**src/rtl/gmux_sel_ctrl.sv**
```systemverilog
// Select sequencer for a global clock mux: turns enable/disable commands into a
// glitch-safe IS0 sequence with settle and minimum-on windows around ACTIVE.
module gmux_sel_ctrl #(
    parameter int SETTLE_CYCLES = 4,
    parameter int MIN_ON_CYCLES = 8,
    parameter int CNT_W         = 8
) (
    input  logic CLK,
    input  logic RSTN,
    input  logic CMD_VALID,
    input  logic CMD_EN,
    output logic CMD_READY,
    output logic IS0,
    output logic ACTIVE,
    output logic BUSY,
    output logic DONE
);

    typedef enum logic [1:0] {
        S_OFF        = 2'd0,
        S_ON_SETTLE  = 2'd1,
        S_ON         = 2'd2,
        S_OFF_SETTLE = 2'd3
    } state_t;

    localparam logic [CNT_W-1:0] SETTLE_LOAD = CNT_W'(SETTLE_CYCLES - 1);
    localparam logic [CNT_W-1:0] MIN_ON_LOAD = CNT_W'(MIN_ON_CYCLES);

    state_t           state, state_next;
    logic [CNT_W-1:0] cnt, cnt_next;
    logic             accept;
    logic             is0_next, active_next, done_next;
    logic             cnt_zero;

    assign cnt_zero = (cnt == '0);

    // State register; IS0/ACTIVE/DONE are registered so the mux pin never sees
    // combinational glitches.
    // NOTE: sequential state uses non-blocking (<=) so every flop samples the
    // pre-edge values; blocking here would create order-dependent behaviour.
    always_ff @(posedge CLK or negedge RSTN) begin
        if (!RSTN) begin
            state  <= S_OFF;
            cnt    <= '0;
            IS0    <= 1'b0;
            ACTIVE <= 1'b0;
            DONE   <= 1'b0;
        end else begin
            state  <= state_next;
            cnt    <= cnt_next;
            IS0    <= is0_next;
            ACTIVE <= active_next;
            DONE   <= done_next;
        end
    end

    // Next-state and counter.
    // NOTE: every variable gets a default first so no path leaves it unassigned
    // (which would infer a latch).
    always_comb begin
        state_next = state;
        cnt_next   = cnt;
        unique case (state)
            S_OFF: begin
                if (accept && CMD_EN) begin
                    state_next = S_ON_SETTLE;
                    cnt_next   = SETTLE_LOAD;
                end
            end
            S_ON_SETTLE: begin
                if (cnt_zero) begin
                    state_next = S_ON;
                    cnt_next   = MIN_ON_LOAD;
                end else begin
                    cnt_next = cnt - 1'b1;
                end
            end
            S_ON: begin
                if (accept && !CMD_EN) begin
                    state_next = S_OFF_SETTLE;
                    cnt_next   = SETTLE_LOAD;
                end else if (!cnt_zero) begin
                    cnt_next = cnt - 1'b1;
                end
            end
            S_OFF_SETTLE: begin
                if (cnt_zero) begin
                    state_next = S_OFF;
                end else begin
                    cnt_next = cnt - 1'b1;
                end
            end
            default: begin
                state_next = S_OFF;
                cnt_next   = '0;
            end
        endcase
    end

    // Output decode: handshake/busy straight from state, registered outputs
    // follow the next state so IS0 moves only on OFF<->SETTLE transitions.
    always_comb begin
        CMD_READY   = (state == S_OFF) || ((state == S_ON) && cnt_zero);
        BUSY        = (state == S_ON_SETTLE) || (state == S_OFF_SETTLE);
        accept      = CMD_VALID && CMD_READY;
        is0_next    = (state_next != S_OFF);
        active_next = (state_next == S_ON);
        done_next   = 1'b0;
        if (BUSY && cnt_zero) begin
            done_next = 1'b1;
        end else if (accept && (state == S_OFF) && !CMD_EN) begin
            done_next = 1'b1;
        end else if (accept && (state == S_ON) && CMD_EN) begin
            done_next = 1'b1;
        end
    end

endmodule

```
**config.mk**
```make
export PLATFORM = sky130hd
export DESIGN_NAME = gmux_sel_ctrl
export DESIGN_NICKNAME = d
export VERILOG_FILES = /design/src/rtl/gmux_sel_ctrl.sv
export SDC_FILE = /design/constraint.sdc
export NUM_CORES = 1
export LEC_CHECK = 0
export CAP_MARGIN = 5
export CORE_MARGIN = 8
export CORE_UTILIZATION = 25
export DETAILED_ROUTE_END_ITERATION = 6
export PLACE_DENSITY_LB_ADDON = 0.2
export SLEW_MARGIN = 10
export SYNTH_ARGS = -nofsm -noshare
export SYNTH_HDL_FRONTEND = slang
export SYNTH_SLANG_ARGS = --single-unit
```
**constraint.sdc**
```tcl
create_clock -name CLK -period 2.5 [get_ports CLK]
set_clock_uncertainty 0.05 [all_clocks]
set_input_delay 0.25 -clock CLK [delete_from_list [all_inputs] [get_ports CLK]]
set_output_delay 0.25 -clock CLK [all_outputs]
set_load 0.03 [all_outputs]
```
**Word-level counts from Yosys, hierarchy flattened**

Cells that the tools add are included.

- Register bits: 13
- Word-level logic and storage cells: 39
- Output and inout port bits: 5

- Multiplexer cells: 13
- Add/sub/neg operators: 1
- Eq/ne operators: 5
- Reductions and logical operators: 15

Operators with widths:

| cell | count |
|---|---|
| 8-bit 2-to-1 mux | 4 |
| 8-bit case mux with 4 select lines | 1 |
| 1-bit logical AND | 9 |
| 8-bit logical NOT | 1 |
| 2-bit 2-to-1 mux | 4 |
| 2-bit case mux with 4 select lines | 1 |
| 8-bit by 1-bit subtractor with 8-bit output, second input constant | 1 |
| 2-bit equality test, second input constant | 3 |
| 1-bit 2-to-1 mux | 3 |
| 2-bit by 1-bit equality test with 1-bit output, second input constant | 1 |
| 2-bit logical NOT | 1 |
| 1-bit logical OR | 2 |
| 2-bit != test, second input constant | 1 |
| 2-bit nonzero test | 1 |
| 1-bit logical NOT | 1 |

**Logic depth before layout (Yosys ltp)**

Gate-level depths: netlist of the first run.

- Depth after elaboration: 9
- Gate-level depth with buffers: 9
- Mapped depth without buffers: 8

**Worst setup path after synthesis of the first run**

No wires, ideal clock.

- Path type: flip-flop to output port
- From: register cnt[0]
- To: output CMD_READY
- Stages on the path, launching flop included: 8
- Arrival time: 1.737 ns
- Path slack: 0.463 ns
- Cells stage by stage: dfrtp_1 -> inv_1 -> ha_1 -> nor4b_4 -> and2_1 -> buf_6 -> inv_6 -> a21oi_1

- Longest elaborated chain between the ends: 3

Ends and longest elaborated chain:

| item | RTL line | text |
|---|---|---|
| start, declared | 30 | `logic [CNT_W-1:0] cnt, cnt_next;` |
| start signal, assigned | 50 | `cnt <= cnt_next;` |
| 8-bit logical NOT | 35 | `assign cnt_zero = (cnt == '0);` |
| 1-bit logical AND | 103 | `CMD_READY = (state == S_OFF) \|\| ((state == S_ON) && cnt_zero);` |
| 1-bit logical OR | 103 |  |
| end, declared | 12 | `output logic CMD_READY,` |

Every way passes these cells.

**Worst setup path in the final report of the first run**

Ends and elaborated chain as after synthesis.

==> flow_summary.ini, run 1 <==
[outcome]
status = complete, no violations

[timing]
fmax_mhz = 442
maxSlewHeadroom_pct = 58.7
tns_ns = 0
setup_viol = 0
timing.hold.ws_ns = 0.295
fin_crit_sh_pct = 90.6
layout_min_cycle_time_ns = 2.26
hold_viol_final = 0
tightest_slew_ns = 0.618
rsz0062_at_grt = false
setup_ws_ns = 0.236
finalMaxSlewViolations = 0

[synth]
avgSynthCellArea_um2 = 9.59
async_flop_share_pct = 100
synth-main-ff-cell = dfrtp_1
ys_top_cells_by_area = dfrtp_1 (41%), a21oi_1 (4.4%), a31oi_1 (3.9%)
synth_warnings = 0
synth-seq-area-share_pct = 40.9
synth_edf_count = 0
yosysTopAreaCell = dfrtp_1
synth_area_um2 = 796
netlist_instances = 83
synth_top_area_share_pct = 40.9
ys_ff_latch = 13
synthDistinctLibCells = 38
synth_nets = 89

[power_and_ir_drop]
switching_share_pct = 44.1
power.switching_w = 0.000441
max-vdd-ir-drop_v = 0.000348
p_comb_share_pct = 43.5
total_power_w = 0.000999
seq_power_share_pct = 42.4
pwr_density_cell_nw_per_um2 = 1070
clockPowerShare_pct = 14.1
leakagePower_nw = 0.378
p_int_w = 0.000559

[drt]
wl_um = 1720
ant_nets = 0
dr.first_iter.drc_count = 27
drc = 0
vias = 640
drt_first_pass_iters = 4
vias_per_cell = 4.74
routedWlPerCell_um = 12.7

[grt]
grt_pass1_vias = 575
grt_overflow = 0
grt_max_degree = 16
grt_pass1_wl_um = 2910
antenna_found_initial = 0
track_usage_pct = 7.05

[die]
fp.dieW_um = 72.4
dieArea_um2 = 5240
core_area_um2 = 3050
start_util_pct = 26.1
boundaryPins = 9
rows = 20
die_y_um = 72.4

[cts]
cts_buffers = 3
cts.path.max_buffers = 2
cts_tree = yes
clk_latency_ns = 0.28
cts.clk_slew.worst_paths_ns = 0.09
cts_hold_buf = 0
cts.repair.resized = 0
htree_levels = 1
clock_sinks = 13
clockRootBuffer = clkbuf_4
cts_setup_buffers = 0

[worst_setup_path]
r2r_slack_ns = 0.48
cpPeakStageDelay_ns = 0.41
end_kind = output pin
path_max_fanout = 6
reg2reg_to = cnt[0]$_DFFE_PN0P_
path_cells = inv_1, ha_1, nor4b_4, and2_1, inv_6, a21oi_1, buf_4
path_buf_inv = 3
required_ns = 2.20
slowest_stage = dfrtp_1
path_delay_family = simple AND/OR/NAND/NOR gates
startpoint_type = flip-flop
reg2reg_from = cnt[0]$_DFFE_PN0P_
ff2ff_path_depth = 8
crit_type = flip-flop to output pin
cp.arrival_ns = 1.96

[cells_and_area]
nets = 98
drive_above_1_share_pct = 15.4
antenna_cells = 0
final_common_cell = dfrtp_1
syn_to_final_growth_pct = 17.3
final_cell_mix = dfrtp_1 (13), nand2_1 (8), a21oi_1 (7), clkdlybuf4s50_1 (7), o21ai_0 (6)
seq_area_um2 = 325
multi_input_area_um2 = 425
final_area_um2 = 933
fillers = 344

[placement]
dp_slack_ns = 0.504
gp_congestion = 0.793
io_buffer_count = 8
dpl_cell_area_um2 = 907
place_hpwl_um = 1240

[job]
cap_viol_max_count = 0

[min_path]
hp-class = primary input to asynchronous set/reset pin
[sequential cells by signal, summed over array words and instances, names as in the netlist]
register / count
cnt: 8
ACTIVE: 1
IS0: 1
state: 2
DONE: 1
[kinds of logic (layout without fill, tap and decap cells)]
kind of cell               count (synthesis)  count (layout)  synth area share (%)
buffers and inverters                      8              16                  5.66
xor gates and xnor gates                   1               1                  1.10
adders and majority gates                  2               2                  3.14
DFF                                       13              13                  40.9
AOI/OAI and AO/OA                         30              30                  25.2
and+or+nand+nor                           29              29                  24.1
[how the worst max path moves through the flow]
stage / start / end / slack, ns / cells past startpoint
floorplan: cnt[0]$_DFFE_PN0P_ / CMD_READY / 0.46 / 7
global placement: cnt[0]$_DFFE_PN0P_ / CMD_READY / 0.57 / 7
detailed placement: cnt[0]$_DFFE_PN0P_ / cnt[0]$_DFFE_PN0P_ / 0.50 / 8
CTS: cnt[0]$_DFFE_PN0P_ / CMD_READY / 0.23 / 7
global route: cnt[0]$_DFFE_PN0P_ / CMD_READY / 0.08 / 7
finish: cnt[0]$_DFFE_PN0P_ / CMD_READY / 0.24 / 7
[synthesized netlist by cell type (all sizes together) (3+ instances only)]
master	number
a21oi	7
a31oi	5
buf	3
dfrtp	13
inv	3
nand2	8
nor2	4
nor3b	4
o21ai	7
[power groups by stage]
stage / registers, W / clock network [W] / logic [W]
after floorplan: 0.000390 / 0 / 0.000353
after detailed placement: 0.000424 / 0 / 0.000438
final: 0.000424 / 0.000141 / 0.000434
after global placement: 0.000428 / 0 / 0.000438
after global routing: 0.000437 / 0.000152 / 0.000499
after CTS: 0.000422 / 0.000144 / 0.000437
[per-layer routing]
metal,track usage (%),vias up,share of wire [%]
met5,0,-,0
met4,4.00,0,1.6
met3,2.07,2,3.4
met2,10.7,11,45
met1,8.63,302,50
li1,-,325,-
[cell type report]
cell class	count	share of cell area, %
Timing Repair Buffer	9	9.12
Clock buffer	4	2.82
Tap cell	44	5.90
Multi-Input combinational cell	62	45.6
Inverter	3	1.74
Sequential cell	13	34.9
[stage by stage]
stage	utilization, %	std cells
finish	30.6	135
floorplan	-	83
global route	30.6	135
detailed placement	29.7	131
global placement	29.7	131
CTS	30.6	135
[worst reg2reg max path, stage by stage (launching register included)]
cell,delay [ns]
dfrtp_1,0.41
inv_1,0.09
ha_1,0.22
nor4b_4,0.30
and2_1,0.27
inv_6,0.06
ha_1,0.17
a211oi_1,0.24
a31oi_1,0.07
(Power assumes the default switching activity.)
==> run 2, diff against run 1 <==
ABC_AREA = 1   (was default)
RECOVER_POWER = 25   (was default)
==> run 2 against run 1 <==
  * Wire length rose by 1.7%
  * Clock power is 4% lower
  * Final cell count increased by 15%
  * First-iteration DRC count is 30% lower
  * Core utilization shrank 0.47 points
==> flow_summary.ini, run 2 <==
[synth]
synth-seq-area-share_pct = 39.5
avgSynthCellArea_um2 = 8.32
synthDistinctLibCells = 26
synth_common_cells = inv_1 (15), nand2_1 (15), dfrtp_1 (13), nor2_1 (10), nand3_1 (8)
synth-main-ff-cell = dfrtp_1
yosysTopAreaCell = dfrtp_1
synth_edf_count = 0
synth_nets = 105
ys_top_cells_by_area = dfrtp_1 (40%), inv_1 (6.8%), nand2_1 (6.8%)
synth_warnings = 0
async_flop_share_pct = 100
netlist_instances = 99
ys_ff_latch = 13
synth_top_area_share_pct = 39.5
synth_area_um2 = 823

[grt]
grt_pass1_vias = 687
track_usage_pct = 7.72
grt_overflow = 0
grt_max_degree = 14
grt_pass1_wl_um = 3130
antenna_found_initial = 0

[die]
core_area_um2 = 3260
die_y_um = 73.4
fp.dieW_um = 73.4
start_util_pct = 25.3
boundaryPins = 9
dieArea_um2 = 5390
rows = 21

[cts]
clock_sinks = 13
cts_buffers = 3
cts.clk_slew.worst_paths_ns = 0.09
htree_levels = 1
cts_hold_buf = 0
clk_latency_ns = 0.28
cts.path.max_buffers = 2
clockRootBuffer = clkbuf_4
cts_tree = yes
cts_setup_buffers = 0

[placement]
gp_congestion = 0.777
dp_slack_ns = 0.367
io_buffer_count = 8
place_hpwl_um = 1380

[drt]
routedWlPerCell_um = 11.3
ant_nets = 0
drt_first_pass_iters = 4
vias = 674
dr.first_iter.drc_count = 19
wl_um = 1750
drc = 0
vias_per_cell = 4.35

[worst_setup_path]
cpPeakStageDelay_ns = 0.38
slowest_stage = dfrtp_1
required_ns = 2.20
end_kind = output pin
path_max_fanout = 8
cp.arrival_ns = 1.75
crit_type = flip-flop to output pin
startpoint_type = flip-flop
path_cells = inv_1, ha_1, nand2_2, nor2_8, nor2_2, nor2_1, dlymetal6s2s_1
setup.worst_path.start = cnt[0]$_DFFE_PN0P_
reg2reg_from = cnt[0]$_DFFE_PN0P_

[cells_and_area]
reg.largest.list = cnt: 8 flops, state: 2 flops
syn_to_final_growth_pct = 19.1
largest_reg_flops = 8
final_cell_mix = inv_1 (15), nand2_1 (15), dfrtp_1 (13)
drive_above_1_share_pct = 15.6
antenna_cells = 0
regMostFlops = cnt
nets = 116

[timing]
fin_crit_sh_pct = 82.1
rsz0062_at_grt = false
setup_viol = 0
hold_viol_final = 0
fmax_mhz = 487
finalMaxSlewViolations = 0
setup_ws_ns = 0.447
timing.hold.ws_ns = 0.363
tightest_slew_ns = 0.617
layout_min_cycle_time_ns = 2.05
maxSlewHeadroom_pct = 58.7
tns_ns = 0

[power_and_ir_drop]
leakagePower_nw = 0.482
max-vdd-ir-drop_v = 0.000465
pwr_density_cell_nw_per_um2 = 1280

[min_path]
hp-class = primary input to asynchronous set/reset pin

[outcome]
status = complete, no violations

[job]
cap_viol_max_count = 0
[run 2: worst paths after layout]
path / slack (ns) / to / depth (start not counted)
setup / recovery: 0.45 / CMD_READY / 7
hold / removal: 0.36 / cnt[3]$_DFFE_PN0P_ / 1
setup reg to reg: 0.74 / cnt[0]$_DFFE_PN0P_ / 9
hold reg to reg: 0.43 / cnt[1]$_DFFE_PN0P_ / 2
max in group asynchronous: 1.63 / cnt[1]$_DFFE_PN0P_ / 1
min in group CLK: 0.43 / cnt[1]$_DFFE_PN0P_ / 2
[run 2: repair_timing]
| action | in CTS | in global routing |
|---|---|---|
| endpoints found under the hold margin | 0 | 0 |
| gates resized for setup | 0 | 1 |
| setup endpoints to repair | 0 | 1 |
[run 2: logic make-up (layout without fill, tap and decap cells)]
logic type | count (synthesis) | count (layout) | synth area share [%]
flip-flops | 13 | 13 | 39.5
AO/OA/AOI/OAI | 16 | 16 | 12.5
adder cells (fa/ha/maj) | 2 | 2 | 3.04
AND/OR/NAND/NOR | 47 | 47 | 32.8
buffers and inverters | 18 | 28 | 8.97
XOR/XNOR | 3 | 3 | 3.19
[run 2: layout make-up]
cell class	instances	area, um2
repair buffers	8	82.6
clock buffers	4	26.3
flip-flops and latches	13	325
inverters	16	65.1
fillers	388	2280
multi-input cells	68	424
well taps	46	57.6
[run 2: metrics by stage]
step / area (um2) / instances / total power, W / utilization [%]
3_5_place_dp: 952 / 151 / 0.00114 / 29.2
4_1_cts: 978 / 155 / 0.00128 / 30.0
2_1_floorplan: 823 / 99 / 0.000951 / -
3_3_place_gp: 952 / 151 / 0.00113 / 29.2
5_1_grt: 981 / 155 / 0.00138 / 30.1
6_report: 981 / 155 / 0.00126 / 30.1
[run 2: power by group]
group	switching [W]	total [W]	leakage, nW	internal (W)
Combinational	0.000444	0.000716	0.305	0.000272
Clock	0.0000737	0.000136	0.0150	0.0000619
Sequential	0.000106	0.000405	0.162	0.000299
Total	0.000624	0.00126	0.482	0.000633
[run 2: routing by layer]
layer,track usage (%),routed length [um]
met5,0,0
met4,3.33,19
met3,4.09,125
met2,11.2,785
met1,9.17,818
[run 2: critical path, delay by kind of cell, from the launching register on]
kind                     cells  cell delay (ns)
adder cells (fa/ha/maj)      1             0.23
AND/OR/NAND/NOR              4             0.47
flip-flops                   1             0.38
buffers and inverters        2             0.40
==> run 3, diff against run 2 <==
clock period = 2.1 ns   (was 2.5 ns; I/O delays follow)
==> run 3 against run 2 <==
  * Sequential share of layout area increased by 0.17 points
  * Final cell count unchanged
  * Largest cell class unchanged
  * Sequential power increased by 20%
  * Wire length decreased by 4.0%
==> flow_summary.ini, run 3 (synthesis gave the netlist of run 2 again) <==
[cells_and_area]
final_cell_mix = inv_1 (15), nand2_1 (15), dfrtp_1 (13)
nets = 116
antenna_cells = 0
drive_above_1_share_pct = 16.5
reg.largest.list = cnt: 8 flops, state: 2 flops
syn_to_final_growth_pct = 18.5
regMostFlops = cnt
fillers = 363
largest_reg_flops = 8

[timing]
layout_min_cycle_time_ns = 1.89
finalMaxSlewViolations = 0
fmax_mhz = 530
maxSlewHeadroom_pct = 58.9
setup_viol = 0
tns_ns = 0
rsz0062_at_grt = false
fin_crit_sh_pct = 89.9
hold_viol_final = 0
tightest_slew_ns = 0.614
setup_ws_ns = 0.213

[die]
dieArea_um2 = 5390
boundaryPins = 9
fp.dieW_um = 73.4
core_area_um2 = 3260
rows = 21
start_util_pct = 25.3
die_y_um = 73.4

[grt]
grt_pass1_wl_um = 3070
grt_max_degree = 14
antenna_found_initial = 0
grt_overflow = 0
grt_pass1_vias = 675
track_usage_pct = 7.37

[cts]
clockRootBuffer = clkbuf_4
cts_buffers = 3
cts.repair.resized = 0
clock_sinks = 13
clk_latency_ns = 0.28
cts_tree = yes
cts.clk_slew.worst_paths_ns = 0.08
htree_levels = 1
cts.path.max_buffers = 2
cts_hold_buf = 0
cts_setup_buffers = 0

[power_and_ir_drop]
pwr_density_cell_nw_per_um2 = 1530
seq_power_share_pct = 32.4
switching_share_pct = 49.5
clockPowerShare_pct = 10.7
max-vdd-ir-drop_v = 0.000591
leakagePower_nw = 0.470
power.switching_w = 0.000739
p_int_w = 0.000753
p_comb_share_pct = 56.9

[worst_setup_path]
startpoint_type = flip-flop
reg2reg_to = cnt[0]$_DFFE_PN0P_
reg2reg_from = cnt[0]$_DFFE_PN0P_
cp.arrival_ns = 1.63
crit_type = flip-flop to output pin
r2r_slack_ns = 0.34
ff2ff_path_depth = 9
end_kind = output pin
required_ns = 1.84
path_max_fanout = 8

[job]
cap_viol_max_count = 0

[placement]
gp_congestion = 0.805
place_hpwl_um = 1310
io_buffer_count = 8
dp_slack_ns = 0.343

[drt]
dr.first_iter.drc_count = 53
ant_nets = 0
drt_first_pass_iters = 4
drc = 0
wl_um = 1680
vias = 667
routedWlPerCell_um = 10.8
vias_per_cell = 4.30

[outcome]
status = complete, no violations

[min_path]
hp-class = primary input to asynchronous set/reset pin
[run 3: through the flow]
stage / hold slack, ns / util (%) / power (W) / instance area, um2 / instances
6_report: 0.328 / 30.0 / 0.00149 / 976 / 155
5_1_grt: 0.383 / 30.0 / 0.00164 / 976 / 155
4_1_cts: 0.278 / 30.0 / 0.00151 / 976 / 155
3_5_place_dp: 0.425 / 29.1 / 0.00134 / 950 / 151
3_3_place_gp: 0.417 / 29.1 / 0.00135 / 950 / 151
2_1_floorplan: -0.136 / - / 0.00113 / 823 / 99
[run 3: cell type report]
cell class	instances	area [um2]	share of cell area, %
clock buffers	4	26.3	2.69
well taps	46	57.6	5.90
flip-flops and latches	13	325	33.3
repair buffers	8	77.6	7.95
inverters	16	65.1	6.67
multi-input cells	68	424	43.5
[run 3: power groups by stage]
stage               clock (W)  sequential [W]  combinational [W]
floorplan                   0        0.000486           0.000646
global route         0.000177        0.000502           0.000959
finish               0.000159        0.000484           0.000849
detailed placement          0        0.000487           0.000857
CTS                  0.000169        0.000484           0.000861
global placement            0        0.000491           0.000861
[run 3: worst max path at each step]
stage,from,endpoint,slack (ns),cells after the start
CTS,cnt[0]$_DFFE_PN0P_,CMD_READY,0.18,7
finish,cnt[0]$_DFFE_PN0P_,CMD_READY,0.21,7
global placement,cnt[0]$_DFFE_PN0P_,cnt[0]$_DFFE_PN0P_,0.39,8
detailed placement,cnt[0]$_DFFE_PN0P_,cnt[0]$_DFFE_PN0P_,0.34,9
global route,cnt[0]$_DFFE_PN0P_,CMD_READY,0.10,7
floorplan,cnt[0]$_DFFE_PN0P_,CMD_READY,0.42,6
[run 3: critical path, cell delays in order (launching register included)]
cell	delay (ns)
dfrtp_1	0.38
inv_1	0.09
ha_1	0.23
nand2_2	0.11
nor2_8	0.21
nor2_2	0.07
nor2_1	0.09
buf_4	0.17
[run 3: per-layer routing]
metal / up-vias / wire length [um] / GRT usage (%) / share of wire [%]
li1: 342 / - / - / -
met1: 309 / 823 / 9.28 / 49
met2: 14 / 762 / 10.6 / 45
met3: 2 / 74 / 3.00 / 4.4
met4: 0 / 19 / 3.33 / 1.1
met5: - / 0 / 0 / 0
